--- src/rtl/uart_tx_feeder.sv ---
// uart_tx_feeder: byte FIFO feeding a UART transmitter through a start/ready
// handshake. A byte is popped only when a new frame is launched. If the
// transmitter never drops tx_ready, the same byte is re-launched after
// RETRY_CYC idle cycles.
module uart_tx_feeder #(
    parameter int DEPTH     = 16,
    parameter int RETRY_CYC = 4
) (
    input  logic                   clk,
    input  logic                   rst,
    input  logic                   wr_en,
    input  logic [7:0]             wr_data,
    output logic                   full,
    output logic                   empty,
    output logic [$clog2(DEPTH):0] count,
    output logic                   overflow,
    output logic                   tx_start,
    output logic [7:0]             tx_data,
    input  logic                   tx_ready,
    output logic                   busy
);

    localparam int AW = $clog2(DEPTH);
    localparam int CW = AW + 1;
    localparam int RW = (RETRY_CYC > 1) ? $clog2(RETRY_CYC) : 1;

    typedef enum logic [1:0] {
        IDLE,
        LAUNCH,
        WAIT_BUSY,
        WAIT_DONE
    } state_t;

    state_t         state;
    state_t         state_n;

    logic [7:0]     mem [DEPTH];
    logic [AW-1:0]  wr_ptr;
    logic [AW-1:0]  rd_ptr;
    logic [CW-1:0]  count_n;
    logic           push;
    logic           pop;

    logic [RW-1:0]  retry;
    logic [RW-1:0]  retry_n;
    logic           tx_start_n;
    logic [7:0]     tx_data_n;

    // A push is only accepted while the registered full flag is clear.
    assign push = wr_en & ~full;
    assign busy = (state != IDLE) | ~empty;

    // Next occupancy from push/pop; a pop and a push together leave it unchanged.
    always_comb begin
        count_n = count;
        case ({push, pop})
            2'b10:   count_n = count + CW'(1);
            2'b01:   count_n = count - CW'(1);
            default: count_n = count;
        endcase
    end

    // FIFO storage; contents need no reset since the pointers define validity.
    always_ff @(posedge clk) begin
        if (!rst && push) begin
            mem[wr_ptr] <= wr_data;
        end
    end

    // FIFO pointers, occupancy flags and the overflow pulse.
    always_ff @(posedge clk) begin
        if (rst) begin
            wr_ptr   <= '0;
            rd_ptr   <= '0;
            count    <= '0;
            empty    <= 1'b1;
            full     <= 1'b0;
            overflow <= 1'b0;
        end else begin
            if (push) begin
                wr_ptr <= wr_ptr + AW'(1);
            end
            if (pop) begin
                rd_ptr <= rd_ptr + AW'(1);
            end
            count    <= count_n;
            empty    <= (count_n == '0);
            full     <= (count_n == CW'(DEPTH));
            overflow <= wr_en & full;
        end
    end

    // Launch/retry FSM: next state, pop decision and next transmitter outputs.
    always_comb begin
        state_n    = state;
        tx_start_n = 1'b0;
        tx_data_n  = tx_data;
        retry_n    = retry;
        pop        = 1'b0;
        case (state)
            IDLE: begin
                if (!empty && tx_ready) begin
                    pop        = 1'b1;
                    tx_data_n  = mem[rd_ptr];
                    tx_start_n = 1'b1;
                    state_n    = LAUNCH;
                end
            end
            LAUNCH: begin
                retry_n = '0;
                state_n = WAIT_BUSY;
            end
            WAIT_BUSY: begin
                if (!tx_ready) begin
                    state_n = WAIT_DONE;
                end else if (retry == RW'(RETRY_CYC - 1)) begin
                    // Transmitter ignored the start: re-issue the same byte.
                    tx_start_n = 1'b1;
                    state_n    = LAUNCH;
                end else begin
                    retry_n = retry + RW'(1);
                end
            end
            WAIT_DONE: begin
                if (tx_ready) begin
                    state_n = IDLE;
                end
            end
            default: state_n = IDLE;
        endcase
    end

    // FSM state and registered transmitter outputs.
    always_ff @(posedge clk) begin
        if (rst) begin
            state    <= IDLE;
            tx_start <= 1'b0;
            tx_data  <= '0;
            retry    <= '0;
        end else begin
            state    <= state_n;
            tx_start <= tx_start_n;
            tx_data  <= tx_data_n;
            retry    <= retry_n;
        end
    end

endmodule

--- config.mk ---
export PLATFORM = sky130hd
export DESIGN_NAME = uart_tx_feeder
export DESIGN_NICKNAME = d
export VERILOG_FILES = /design/src/rtl/uart_tx_feeder.sv
export SDC_FILE = /design/constraint.sdc
export NUM_CORES = 1
export LEC_CHECK = 0
export CELL_PAD_IN_SITES_DETAIL_PLACEMENT = 1
export CELL_PAD_IN_SITES_GLOBAL_PLACEMENT = 1
export CORE_MARGIN = 2
export CORE_UTILIZATION = 50
export DETAILED_ROUTE_END_ITERATION = 10
export PLACE_DENSITY = 0.85
export SLEW_MARGIN = 20
export SYNTH_ARGS = -nofsm -noshare
export SYNTH_HDL_FRONTEND = slang
export SYNTH_SLANG_ARGS = --single-unit
--- constraint.sdc ---
create_clock -name clk -period 3.75 [get_ports clk]
set_clock_uncertainty 0.15 [all_clocks]
set_input_delay 0.75 -clock clk [delete_from_list [all_inputs] [get_ports clk]]
set_output_delay 0.75 -clock clk [all_outputs]
set_load 0.03 [all_outputs]
==> summary.txt <==
Outcome
  – Outcome: completed

Synthesis
  – Count leader, synth: edfxtp_1
  – Yosys warns: 0
  – Netlist cell types: 42
  – Largest cells by area after synthesis: edfxtp_1 60%, dfxtp_1 9.1%, mux4_1 6.2%
  – Number of enable flip-flop cells after synthesis: 128
  – Top_reg_cell synth: edfxtp_1
  – Area leader, netlist: edfxtp_1
  – Mapped Avg Cell Area: roughly 17 um^2
  – Mapped cell area: around 6400 um^2
  – Most frequent cells after synthesis: 128 x edfxtp_1, 43 x nor2_1, 29 x dfxtp_1, 21 x nand2_1, 17 x mux4_2
  – Synth Register Bits: approximately 160
  – Post-synth top area share: 0.600
  – Mapped Cells: between 300 and 400
  – Synthesized net count: about 400
  – Asr flop ratio synth: 0
  – Seq/Total Area, Yosys: 0.690

Floorplan
  – Die extent in x: between 100 and 150 um
  – Core ar.: 12600 um^2
  – Row cnt: 41
  – # IOs: 30
  – Die Area: roughly 14000 um^2
  – Initial Utilization: 0.510
  – Die height: 117 um

Setup path
  – Path depth of the worst reg2reg path: 6
  – Required @ worst endpoint: just under 4 ns
  – CP peak stage delay: between 0.4 and 0.5 ns
  – CP startpoint kind: primary input
  – Endpoint class of the critical path: flip-flop
  – RR Startpoint: rd_ptr[0]
  – Arr. time, crit path: about 3.2 ns
  – Crit Path Class: primary input to flip-flop
  – Critical Path End: full
  – R2r setup slk: ~1.2 ns
  – CP Cell Sequence: clkdlybuf4s50_1 > nor2b_1 > inv_2 > ha_1 > xor2_1 > ha_1 > a21oi_1 > mux2i_1 > xor2_1 > nand2_1 > nor4_1
  – Crit Path Max Fanout: 4
  – CP Launch Point: wr_en
  – Crit Reg-Reg Endpoint: tx_data[0]
  – Slowest cell on crit path: clkdlybuf4s50_1

STA
  – Setup TNS: 0 ns
  – Min Hold Slack: 0.370 ns
  – Slew Viols, Final: 0
  – Slew @ Worst Pin: 0.802 ns
  – Fin crit period: 2.99 ns
  – Highest Clock Rate: between 300 and 400 MHz
  – Crit share post-route: 0.797
  – Final worst slack: about 0.76 ns
  – Fin. Hold Viols: 0
  – Max_slew headroom: 0.465
  – Setup violators final: 0
  – RSZ-0062 raised after global routing: false

Drt
  – DR WL/cell: about 22 um
  – Vias per cell: around 5.6
  – Routed WL: ~13000 um
  – 1st-pass router iterations: 5
  – Detail Route Antenna Nets: 0
  – Routed via count: between 3k and 4k
  – Drt drc: 0
  – Starting DRT DRC Count: 290

Clock network
  – CTS Buffer Depth: 2
  – Root buffer cell: clkbuf_16
  – Clock Pin Slew Worst Setup and Hold Paths: 0.06 ns
  – TritonCTS clock tree: built
  – Worst skew pair latency: 0.43 ns
  – # resized after CTS: 0
  – H-Tree Depth: 4
  – # clock sinks: 157
  – Hold_buf cts: 0
  – Setup bufs post-CTS: 0
  – TritonCTS Buffers: 17

Min path
  – HP Class: flip-flop to flip-flop

Placed design
  – Routability cong.: 0.809
  – Placed Cells: about 600
  – Dpl cell area: between 6000 and 7000 um^2
  – Buffers on Ports: 29
  – Hpwl dp: 9110 um
  – Setup WS pre-CTS: 0.318 ns

Power and ir drop
  – Switching Share: 0.261
  – NetSw: between 1 and 1.5 mW
  – Cell Pwr Density: around 580 nW/um^2
  – Part of the power in registers: 0.464
  – Gate power share: 0.148
  – Final Power: 4.39 mW
  – Int Power: 3.25 mW
  – VDD IR-drop max: ~0.42 mV
  – Leakage dissipation: approximately 2.5 nW
  – Clock power share: 0.389

Global route
  – Vias in the first global route: 3633
  – Pin count of the biggest net entering global routing: 36
  – GR Overflow Total: 0
  – Initial antenna violation count: 0
  – GRT Util Overall: 0.217
  – First-pass GRT wire length: ~21000 um

Final layout
  – Cell Count, Final, Fillers Out: 615
  – Fin area: approximately 7500 um^2
  – Nets: 451
  – Fin util: 0.599
  – Diodes inserted: 0
  – Area Overhead vs Synth: 17.6%
  – Layout cells sized above 1: 0.174

Job
  – Maximum Capacitance Violations: 0
-- cell type report --
| type | instances | area (um^2) |
|---|---|---|
| Multi-Input combinational cell | 197 | 1820 |
| Clock inverter | 15 | 164 |
| Tap cell | 172 | 215 |
| Inverter | 5 | 18.8 |
| Fill cell | 1141 | 5040 |
| Timing Repair Buffer | 52 | 463 |
| Clock buffer | 17 | 425 |
| Sequential cell | 157 | 4430 |
-- metal layers --
| layer | share of wire | GRT usage |
|---|---|---|
| met2 | 0.53 | 0.374 |
| met5 | 0 | 0 |
| met1 | 0.42 | 0.265 |
| met4 | 0.017 | 0.0800 |
| met3 | 0.031 | 0.0566 |
-- worst min path at each step --
| stage | from | end | slack, ns | cells past startpoint |
|---|---|---|---|---|
| after floorplan | wr_ptr[1] | wr_ptr[1] | 0.33 | 2 |
| after global placement | tx_data[6] | tx_data[6] | 0.35 | 2 |
| after detailed placement | tx_data[2] | tx_data[2] | 0.37 | 2 |
| after CTS | full | overflow | 0.38 | 1 |
| after global routing | full | overflow | 0.39 | 1 |
| final | full | overflow | 0.37 | 1 |
-- kinds of logic after synthesis --
group	after synthesis	synth area share
flops	157	0.690
mux	45	0.142
xor+xnor	12	0.0164
compound gates	35	0.0373
buf+inv	27	0.0254
simple gates	96	0.0713
fa+ha+maj	9	0.0176
-- sequential cells by signal (all words and copies together), names as in the netlist --
| name | flops |
|---|---|
| retry | 2 |
| empty | 1 |
| count | 5 |
| tx_start | 1 |
| wr_ptr | 4 |
| rd_ptr | 4 |
| overflow | 1 |
| full | 1 |
| mem | 128 |
| state | 2 |
| tx_data | 8 |
-- critical path, delay by kind of cell --
kind / cells / cell delay [ns]
AO/OA/AOI/OAI: 1 / 0.18
XOR/XNOR: 2 / 0.39
adder cells (fa/ha/maj): 2 / 0.47
buffers and inverters: 2 / 0.56
multiplexers: 1 / 0.25
AND/OR/NAND/NOR: 3 / 0.58
-- power by group through the flow --
stage	sequential, mW	clock [mW]	combinational [mW]
finish	2.04	1.71	0.649
detailed placement	2.08	0	0.651
global placement	2.07	0	0.624
floorplan	2.07	0	0.463
global route	2.05	1.80	0.711
CTS	2.04	1.74	0.657
-- cell usage in the layout, fill, tap and decap left out, types with 3 or more instances in the layout --
cell and instances:
nand2_1 21, clkinvlp_4 3, mux4_1 15, ha_1 9, clkdlybuf4s50_1 29, mux4_2 17
nor2b_1 5, nor2_1 43, nor3_1 7, buf_4 23, inv_1 4, nand2b_1 6
dfxtp_1 28, clkbuf_16 17, nand4_1 4, inv_6 3, edfxtp_1 128, mux2i_1 13
a22oi_1 16, xnor2_1 4, clkinv_2 3, xor2_1 8, a21oi_1 9
Power figures use the tool's default switching activity.
